### src/rtl/instr_fetch_if.sv
// Fetch-side bus of the instruction fetch stage: redirect/stall control from the
// pipeline, the instruction-memory address/data pair, and the IF/ID register outputs.
interface instr_fetch_if #(
  parameter int unsigned CNT_W = 32
);
  logic             stall;
  logic             redirect_valid;
  logic [63:0]      redirect_pc;
  logic [63:0]      imem_pc;
  logic [31:0]      imem_inst;
  logic [63:0]      if_id_pc;
  logic [31:0]      if_id_inst;
  logic             if_id_valid;
  logic             fetch_fault;
  logic             misalign;
  logic [CNT_W-1:0] fetch_count;

  modport master (
    input  stall, redirect_valid, redirect_pc, imem_inst,
    output imem_pc, if_id_pc, if_id_inst, if_id_valid, fetch_fault, misalign, fetch_count
  );

  modport slave (
    output stall, redirect_valid, redirect_pc, imem_inst,
    input  imem_pc, if_id_pc, if_id_inst, if_id_valid, fetch_fault, misalign, fetch_count
  );
endinterface

### src/rtl/instr_fetch_stage.sv
// PC generator plus IF/ID pipeline register. Fetches from a combinational
// instruction memory, handles redirects, stalls and out-of-range fetch faults.
module instr_fetch_stage #(
  parameter logic [63:0] RESET_PC   = 64'h0,
  parameter int unsigned IMEM_DEPTH = 128,
  parameter logic [31:0] NOP_INST   = 32'h0000_0013,
  parameter int unsigned CNT_W      = 32
) (
  input  logic          clk,
  input  logic          rst_n,
  instr_fetch_if.master bus
);

  typedef enum logic [1:0] {BOOT, RUN, FAULT} state_e;

  state_e           state_q, state_d;
  logic [63:0]      pc_q, pc_d;
  logic [63:0]      if_id_pc_q, if_id_pc_d;
  logic [31:0]      if_id_inst_q, if_id_inst_d;
  logic             if_id_valid_q, if_id_valid_d;
  logic             misalign_q, misalign_d;
  logic [CNT_W-1:0] fetch_count_q, fetch_count_d;

  logic [63:0] redirect_tgt;
  logic        tgt_in_range;
  logic        pc_in_range;

  // Redirect targets are word-aligned by dropping the low two bits.
  assign redirect_tgt = {bus.redirect_pc[63:2], 2'b00};
  assign tgt_in_range = redirect_tgt[63:2] < 62'(IMEM_DEPTH);
  assign pc_in_range  = pc_q[63:2] < 62'(IMEM_DEPTH);

  always_comb begin
    // NOTE: every variable gets a default before the case so no path leaves one unassigned (no latch).
    state_d       = state_q;
    pc_d          = pc_q;
    if_id_pc_d    = if_id_pc_q;
    if_id_inst_d  = if_id_inst_q;
    if_id_valid_d = if_id_valid_q;
    misalign_d    = 1'b0;
    fetch_count_d = fetch_count_q;

    unique case (state_q)
      BOOT: begin
        state_d = RUN;
        if (bus.redirect_valid) begin
          pc_d          = redirect_tgt;
          if_id_inst_d  = NOP_INST;
          if_id_valid_d = 1'b0;
          misalign_d    = |bus.redirect_pc[1:0];
        end
      end
      RUN: begin
        if (bus.redirect_valid) begin
          // Flush the wrong-path instruction even when stalled.
          pc_d          = redirect_tgt;
          if_id_inst_d  = NOP_INST;
          if_id_valid_d = 1'b0;
          misalign_d    = |bus.redirect_pc[1:0];
        end else if (!pc_in_range) begin
          state_d       = FAULT;
          if_id_inst_d  = NOP_INST;
          if_id_valid_d = 1'b0;
        end else if (!bus.stall) begin
          if_id_pc_d    = pc_q;
          if_id_inst_d  = bus.imem_inst;
          if_id_valid_d = 1'b1;
          pc_d          = pc_q + 64'd4;
          if (!(&fetch_count_q)) fetch_count_d = fetch_count_q + CNT_W'(1);
        end
      end
      FAULT: begin
        if_id_inst_d  = NOP_INST;
        if_id_valid_d = 1'b0;
        if (bus.redirect_valid) begin
          pc_d       = redirect_tgt;
          misalign_d = |bus.redirect_pc[1:0];
          if (tgt_in_range) state_d = RUN;
        end
      end
      default: state_d = BOOT;
    endcase
  end

  // NOTE: sequential state uses non-blocking assignments so every register samples pre-edge values.
  always_ff @(posedge clk or negedge rst_n) begin
    if (!rst_n) begin
      state_q       <= BOOT;
      pc_q          <= RESET_PC;
      if_id_pc_q    <= '0;
      if_id_inst_q  <= NOP_INST;
      if_id_valid_q <= 1'b0;
      misalign_q    <= 1'b0;
      fetch_count_q <= '0;
    end else begin
      state_q       <= state_d;
      pc_q          <= pc_d;
      if_id_pc_q    <= if_id_pc_d;
      if_id_inst_q  <= if_id_inst_d;
      if_id_valid_q <= if_id_valid_d;
      misalign_q    <= misalign_d;
      fetch_count_q <= fetch_count_d;
    end
  end

  assign bus.imem_pc     = pc_q;
  assign bus.if_id_pc    = if_id_pc_q;
  assign bus.if_id_inst  = if_id_inst_q;
  assign bus.if_id_valid = if_id_valid_q;
  assign bus.fetch_fault = (state_q == FAULT);
  assign bus.misalign    = misalign_q;
  assign bus.fetch_count = fetch_count_q;

endmodule

### src/flat_wrapper.sv
// flat-port wrapper written by rule: the top's interface ports become plain ports
module instr_fetch_stage_flat 
#(
  parameter logic [63:0] RESET_PC   = 64'h0,
  parameter int unsigned IMEM_DEPTH = 128,
  parameter logic [31:0] NOP_INST   = 32'h0000_0013,
  parameter int unsigned CNT_W      = 32
)
  (clk, rst_n, bus_stall, bus_redirect_valid, bus_redirect_pc, bus_imem_inst, bus_imem_pc, bus_if_id_pc, bus_if_id_inst, bus_if_id_valid, bus_fetch_fault, bus_misalign, bus_fetch_count);
  instr_fetch_if #(.CNT_W(CNT_W)) bus_i ();
  input  logic clk;
  input  logic rst_n;
  input wire logic [$bits(bus_i.stall)-1:0] bus_stall;
  input wire logic [$bits(bus_i.redirect_valid)-1:0] bus_redirect_valid;
  input wire logic [$bits(bus_i.redirect_pc)-1:0] bus_redirect_pc;
  input wire logic [$bits(bus_i.imem_inst)-1:0] bus_imem_inst;
  output wire logic [$bits(bus_i.imem_pc)-1:0] bus_imem_pc;
  output wire logic [$bits(bus_i.if_id_pc)-1:0] bus_if_id_pc;
  output wire logic [$bits(bus_i.if_id_inst)-1:0] bus_if_id_inst;
  output wire logic [$bits(bus_i.if_id_valid)-1:0] bus_if_id_valid;
  output wire logic [$bits(bus_i.fetch_fault)-1:0] bus_fetch_fault;
  output wire logic [$bits(bus_i.misalign)-1:0] bus_misalign;
  output wire logic [$bits(bus_i.fetch_count)-1:0] bus_fetch_count;
  assign bus_i.stall = bus_stall;
  assign bus_i.redirect_valid = bus_redirect_valid;
  assign bus_i.redirect_pc = bus_redirect_pc;
  assign bus_i.imem_inst = bus_imem_inst;
  assign bus_imem_pc = bus_i.imem_pc;
  assign bus_if_id_pc = bus_i.if_id_pc;
  assign bus_if_id_inst = bus_i.if_id_inst;
  assign bus_if_id_valid = bus_i.if_id_valid;
  assign bus_fetch_fault = bus_i.fetch_fault;
  assign bus_misalign = bus_i.misalign;
  assign bus_fetch_count = bus_i.fetch_count;
  instr_fetch_stage #(.RESET_PC(RESET_PC), .IMEM_DEPTH(IMEM_DEPTH), .NOP_INST(NOP_INST), .CNT_W(CNT_W)) u_core (.clk(clk), .rst_n(rst_n), .bus(bus_i));
endmodule
### config.mk
export PLATFORM = sky130hd
export DESIGN_NAME = instr_fetch_stage_flat
export DESIGN_NICKNAME = d
export VERILOG_FILES = /design/src/rtl/instr_fetch_if.sv /design/src/rtl/instr_fetch_stage.sv /design/src/flat_wrapper.sv
export SDC_FILE = /design/constraint.sdc
export NUM_CORES = 1
export LEC_CHECK = 0
export BUFFER_PORTS_ARGS = -buffer_cell sky130_fd_sc_hd__buf_2
export CORE_MARGIN = 1.5
export CORE_UTILIZATION = 48
export DETAILED_ROUTE_END_ITERATION = 7
export PLACE_DENSITY = 0.78
export SYNTH_ARGS = -nofsm -noshare
export SYNTH_HDL_FRONTEND = slang
export SYNTH_SLANG_ARGS = --single-unit
### constraint.sdc
create_clock -name clk -period 3 [get_ports clk]
set_clock_uncertainty 0.1 [all_clocks]
set_input_delay 0.6 -clock clk [delete_from_list [all_inputs] [get_ports clk]]
set_output_delay 0.6 -clock clk [all_outputs]
set_load 0.03 [all_outputs]
Word level (Yosys, flattened, before mapping)
Cells that the tools add are included.
{ "totals": {"in_bits": 100, "wordCells": 59, "reg_bits": 196} }
{ "classes": {"n_reduce_logical": 12, "magnitude_cmp": 2, "muxes": 22, "n_bitwise": 3, "eq_ne": 11, "add_sub_neg": 2} }
{ "op_table": {"columns": ["cell", "count"], "rows": [
  ["64-bit two-way mux", 4],
  ["32-bit two-way mux", 4],
  ["64-bit one-hot mux with 2 select lines", 1],
  ["62-bit by 8-bit less-than comparator with 1-bit output, second input constant", 2],
  ["32-bit one-hot mux with 3 select lines", 1],
  ["64-bit by 3-bit adder with 64-bit output, second input constant", 1],
  ["32-bit by 1-bit adder with 32-bit output, second input constant", 1],
  ["32-bit AND reduction", 1],
  ["4-bit AND reduction", 3],
  ["2-bit two-way mux", 4],
  ["2-bit inequality test, second input constant", 4],
  ["1-bit two-way mux", 6],
  ["2-bit one-hot mux with 3 select lines", 1],
  ["5-bit AND reduction", 1],
  ["2-bit by 1-bit inequality test with 1-bit output, second input constant", 2],
  ["4-bit inequality test, second input constant", 1],
  ["2-bit OR reduction", 2],
  ["3-bit by 2-bit inequality test with 1-bit output, second input constant", 1],
  ["3-bit inequality test, second input constant", 1],
  ["1-bit NOT", 3],
  ["1-bit one-hot mux with 3 select lines", 1],
  ["3-bit AND reduction", 1],
  ["3-bit nonzero test", 1],
  ["3-bit OR reduction", 1],
  ["other kinds (4)", 4]
]} }

Longest topological paths before layout
{ "logic_depth": {"word_depth": 5, "depth_mapped": 9} }

Worst setup path after synthesis
OpenSTA, ideal clock, no wires.
{ "synth_path": {"path_type": "input -> register", "from": "input bus_redirect_valid", "to": "register u_core.fetch_count_q[15] (netlist: u_core.bus.fetch_count[15])", "path_stages": 8, "slack_ps": 7, "setup_ps": 134, "arrival_ps": 2759, "cell_sequence": "clkbuf_1 > or3b_2 > or4_1 > or4_1 > buf_6 > nor3_2 > nand4_1 > xnor2_1"} }
{ "synth_via": {"elab_chain_len": 2} }
{ "synth_rtl": {"columns": ["item", "line", "rtl"], "rows": [
  ["from (decl)", "flat_wrapper.sv:14", "input wire logic [$bits(bus_i.redirect_valid)-1:0] bus_redirect_valid;"],
  ["1-bit NOT (no source line)", null, null],
  ["5-bit AND reduction (no source line)", null, null],
  ["to (signal assigned)", "instr_fetch_stage.sv:102", "fetch_count_q <= fetch_count_d;"],
  ["to (decl)", "instr_fetch_stage.sv:22", "logic [CNT_W-1:0] fetch_count_q, fetch_count_d;"]
]} }
No other way between the ends.
A chain may end at the register's enable or synchronous reset.

Worst setup path after layout
{ "layout_path": {"from": "register u_core.pc_q[56] (netlist: u_core.bus.imem_pc[56])", "to": "register u_core.fetch_count_q[29] (netlist: u_core.bus.fetch_count[29])"} }
{ "layout_via": {"elab_chain_len": 2} }
{ "layout_rtl": {"columns": ["item", "line", "rtl"], "rows": [
  ["from (decl)", "instr_fetch_stage.sv:17", "logic [63:0] pc_q, pc_d;"],
  ["from (signal assigned)", "instr_fetch_stage.sv:97", "pc_q <= pc_d;"],
  ["62-bit by 8-bit less-than comparator with 1-bit output", "instr_fetch_stage.sv:31", "assign pc_in_range = pc_q[63:2] < 62'(IMEM_DEPTH);"],
  ["5-bit AND reduction (no source line)", null, null]
]} }
No other way between the ends.

==> key figures <==
Yosys
  • Avg Inst Size Synth: 10.8 µm²
  • Count leader, synth: dfrtp_1
  • Most used DFF post-synth: dfrtp_1
  • EDFF count, synth: 0
  • Area contributors post-synth: dfrtp_1, nand2_1, and2_1, a22o_1, xnor2_1
  • Top cells by instance count after synthesis: dfrtp_1, nand2_1, and2_1
  • Distinct cells, synth: 51
  • Syn Inst Count: 729
  • Yosys warnings: 0
  • Seq/Total Area, Yosys: 61.4%
  • Flops & latches, synth: 192
  • Mapped Area: 7840 µm²
  • Area share of the largest cell type after synthesis: 60.3%
  • Cell taking the most area after synthesis: dfrtp_1
  • Post-synth ARST share: 100%

Place
  • DP HPWL: 16.1 mm
  • IO buf count: 290
  • Placer Congestion: 0.878

Status
  • Status: complete, no violations

STA
  • Min Tclk post-route: 2.86 ns
  • Setup TNS: 0 ns
  • Unrepaired setup endpoints after global routing: no
  • Final count of hold timing violations: 0
  • Fin. max-slew vios: 0
  • Hold WS: 0.100 ns
  • Worst slew margin: 51.4%
  • Tightest Pin Transition: 0.720 ns
  • Final setup viols: 0
  • Final Cycle Share: 95.2%
  • Achievable frequency: 350 MHz

Power
  • Flop pwr share: 48.5%
  • Max IR drop VDD: 401 µV
  • Internal: 4.01 mW
  • Sw power: 1.67 mW
  • Power, Total: 5.68 mW
  • Clock share of power: 41.4%
  • Sw Share: 29.4%
  • Combinational power share: 10.1%
  • Pleak: 5.53 nW
  • Pwr Density: 546 nW/µm²

Floorplan
  • Core area: 15900 µm²
  • Die Span Y: 131 µm
  • IO Count: 295
  • Starting Density: 49.2%
  • Die Span X: 131 µm
  • Die area: 17100 µm²
  • Row Count: 46

Clocking
  • # hold bufs at CTS: 0
  • H-tree lvl count: 4
  • Clk pin slew, worst setup/hold paths: 0.08 ns
  • Root Driver: clkbuf_16
  • Clk_lat worst skew: 0.43 ns
  • # clock sinks: 192
  • Total CTS buffers: 17
  • Max clock buf depth: 2
  • CTS tree: built

Route
  • First-pass DRT Iterations: 5
  • Average wire per standard cell: 17.4 µm
  • DR vias/cell: 5.41
  • Vias: 6876
  • Overall routed net length: 22.1 mm
  • Drt initial violations: 385
  • ANT nets after route: 0
  • Drt drc: 0

Cells and area
  • Layout cells sized above 1: 36.2%
  • Filler cell count: 1274
  • Multi-input gate area: 2850 µm²
  • ANT cells: 0
  • Sequential cell area: 4810 µm²
  • Number of nets in the layout: 1143
  • Area delta synth->final: 32.7%

Worst setup path
  • CP Data Required Time: 3.22 ns
  • Critical Path Start Type: register
  • CP max FO: 6
  • Setup CP Type: register to register
  • Arr. time, crit path: 3.08 ns
  • FF-to-FF End: u_core.bus.fetch_count[29]
  • R2R setup slack: 0.14 ns
  • R2R cell count: 7
  • CP Capture Type: register
  • Reg-to-reg startpoint: u_core.bus.imem_pc[56]

GRT
  • Largest net degree at the start of global routing: 79
  • First-pass GRT wire length: 33.5 mm
  • Overflow after GRT: 0
  • Vias in the first global route: 6334
  • Initial antenna violation count: 0
  • Total track usage: 25.7%

Job
  • Max-cap violations: 0

Worst hold path
  • HP Class: input port to async pin
[worst max-delay path: stages (launching register included)]
cell and delay [ns]:
dfrtp_1 0.39, or4_1 0.58, or4_1 0.48, or4_4 0.51, buf_4 0.18, nor3_2 0.24
nand3_1 0.13, xnor2_1 0.14
[repair_timing]
item,in CTS,in global routing
gates resized for setup,1,0
endpoints found under the hold margin,0,0
setup buffers,0,0
setup endpoints to repair,19,0
[flip-flops by register name, indices dropped and copies added, names as in the netlist]
name / count
u_core.bus.if_id_pc: 62
u_core.bus.misalign: 1
u_core.bus.if_id_inst: 32
u_core.bus.fetch_count: 32
u_core.state_q: 2
u_core.bus.imem_pc: 62
u_core.bus.if_id_valid: 1
[cell usage in the layout, fill, tap and decap left out, types with 2 or more instances in the layout]
master | synthesis | final
a22o_1 | 29 | 29
xor2_1 | 5 | 5
nand2b_1 | 2 | 2
and4_1 | 6 | 6
a41oi_1 | 2 | 2
inv_6 | 0 | 2
nor2_1 | 46 | 46
mux2_2 | 7 | 7
nand2_1 | 136 | 136
nor4_1 | 28 | 28
clkbuf_16 | 0 | 17
nand4_1 | 24 | 24
buf_4 | 5 | 33
dfrtp_1 | 189 | 189
clkinv_8 | 0 | 8
o32ai_1 | 3 | 3
and3_1 | 5 | 5
a31oi_1 | 3 | 3
or4_1 | 4 | 3
ha_1 | 2 | 2
buf_2 | 2 | 289
conb_1 | 1 | 4
inv_12 | 0 | 3
o22ai_1 | 9 | 9
nor3_1 | 8 | 8
inv_1 | 9 | 9
nor4b_1 | 2 | 2
nand3_1 | 25 | 25
or2_2 | 2 | 2
or3_1 | 4 | 4
inv_8 | 0 | 2
buf_12 | 0 | 4
dfstp_2 | 3 | 3
and2_1 | 57 | 56
o21ai_0 | 10 | 10
or4_4 | 1 | 2
nor3_2 | 2 | 2
xnor2_1 | 25 | 25
a21oi_1 | 27 | 27
[worst max-delay path by stage]
stage                                start                    endpoint  slack (ns)
floorplan               bus_redirect_valid  u_core.bus.fetch_count[15]       0.007
global placement        bus_redirect_valid      u_core.bus.if_id_pc[5]       -0.18
detailed placement      bus_redirect_valid  u_core.bus.fetch_count[29]       -0.20
CTS                 u_core.bus.imem_pc[56]  u_core.bus.fetch_count[29]        0.13
global route        u_core.bus.imem_pc[56]  u_core.bus.fetch_count[29]        0.01
finish              u_core.bus.imem_pc[56]  u_core.bus.fetch_count[29]        0.14
[layout make-up]
| cell class | count | share of cell area [%] |
|---|---|---|
| sequential | 192 | 46.2 |
| clock inverter | 15 | 2.11 |
| inverter | 9 | 0.325 |
| tap | 216 | 2.60 |
| clock buffer | 17 | 4.09 |
| timing repair buffer | 327 | 17.2 |
| multi-input combinational | 494 | 27.4 |
[metal layers]
metal	part of all wire, %	vias to the layer above	wire length, µm	global-route usage, %
met4	1.3	0	297	7.05
met3	7.6	26	1690	6.03
met2	51	350	11300	44.4
li1	-	3169	-	-
met5	0	-	0	0
met1	40	3331	8850	32.7
[stage by stage]
stage               util, %  instances  setup WS (ns)  area [µm²]
floorplan                 -        732        0.00659        7850
global placement       61.2       1238         -0.175        9750
detailed placement     61.2       1238         -0.202        9750
CTS                    65.2       1270          0.130       10400
global route           65.2       1270        0.00996       10400
finish                 65.2       1270          0.145       10400
[power by group through the flow]
| stage | clock network (mW) | logic [mW] | registers (mW) |
|---|---|---|---|
| after CTS | 2.40 | 0.576 | 2.75 |
| final | 2.35 | 0.573 | 2.75 |
| after global routing | 2.51 | 0.620 | 2.76 |
| after floorplan | 0 | 0.137 | 2.94 |
| after detailed placement | 0 | 0.574 | 2.80 |
| after global placement | 0 | 0.567 | 2.80 |
[cells by family (layout without fill, tap and decap cells)]
kind of cell | count (synthesis) | after routing | synth area share, %
muxes | 8 | 8 | 1.13
other | 1 | 4 | 0.0478
AOI/OAI and AO/OA | 93 | 93 | 8.32
and+or+nand+nor | 357 | 357 | 22.9
buffers and inverters | 46 | 368 | 2.57
DFF | 192 | 192 | 61.4
xor gates and xnor gates | 30 | 30 | 3.35
adders and majority gates | 2 | 2 | 0.319
No activity file was read; power rests on OpenSTA's default activity.
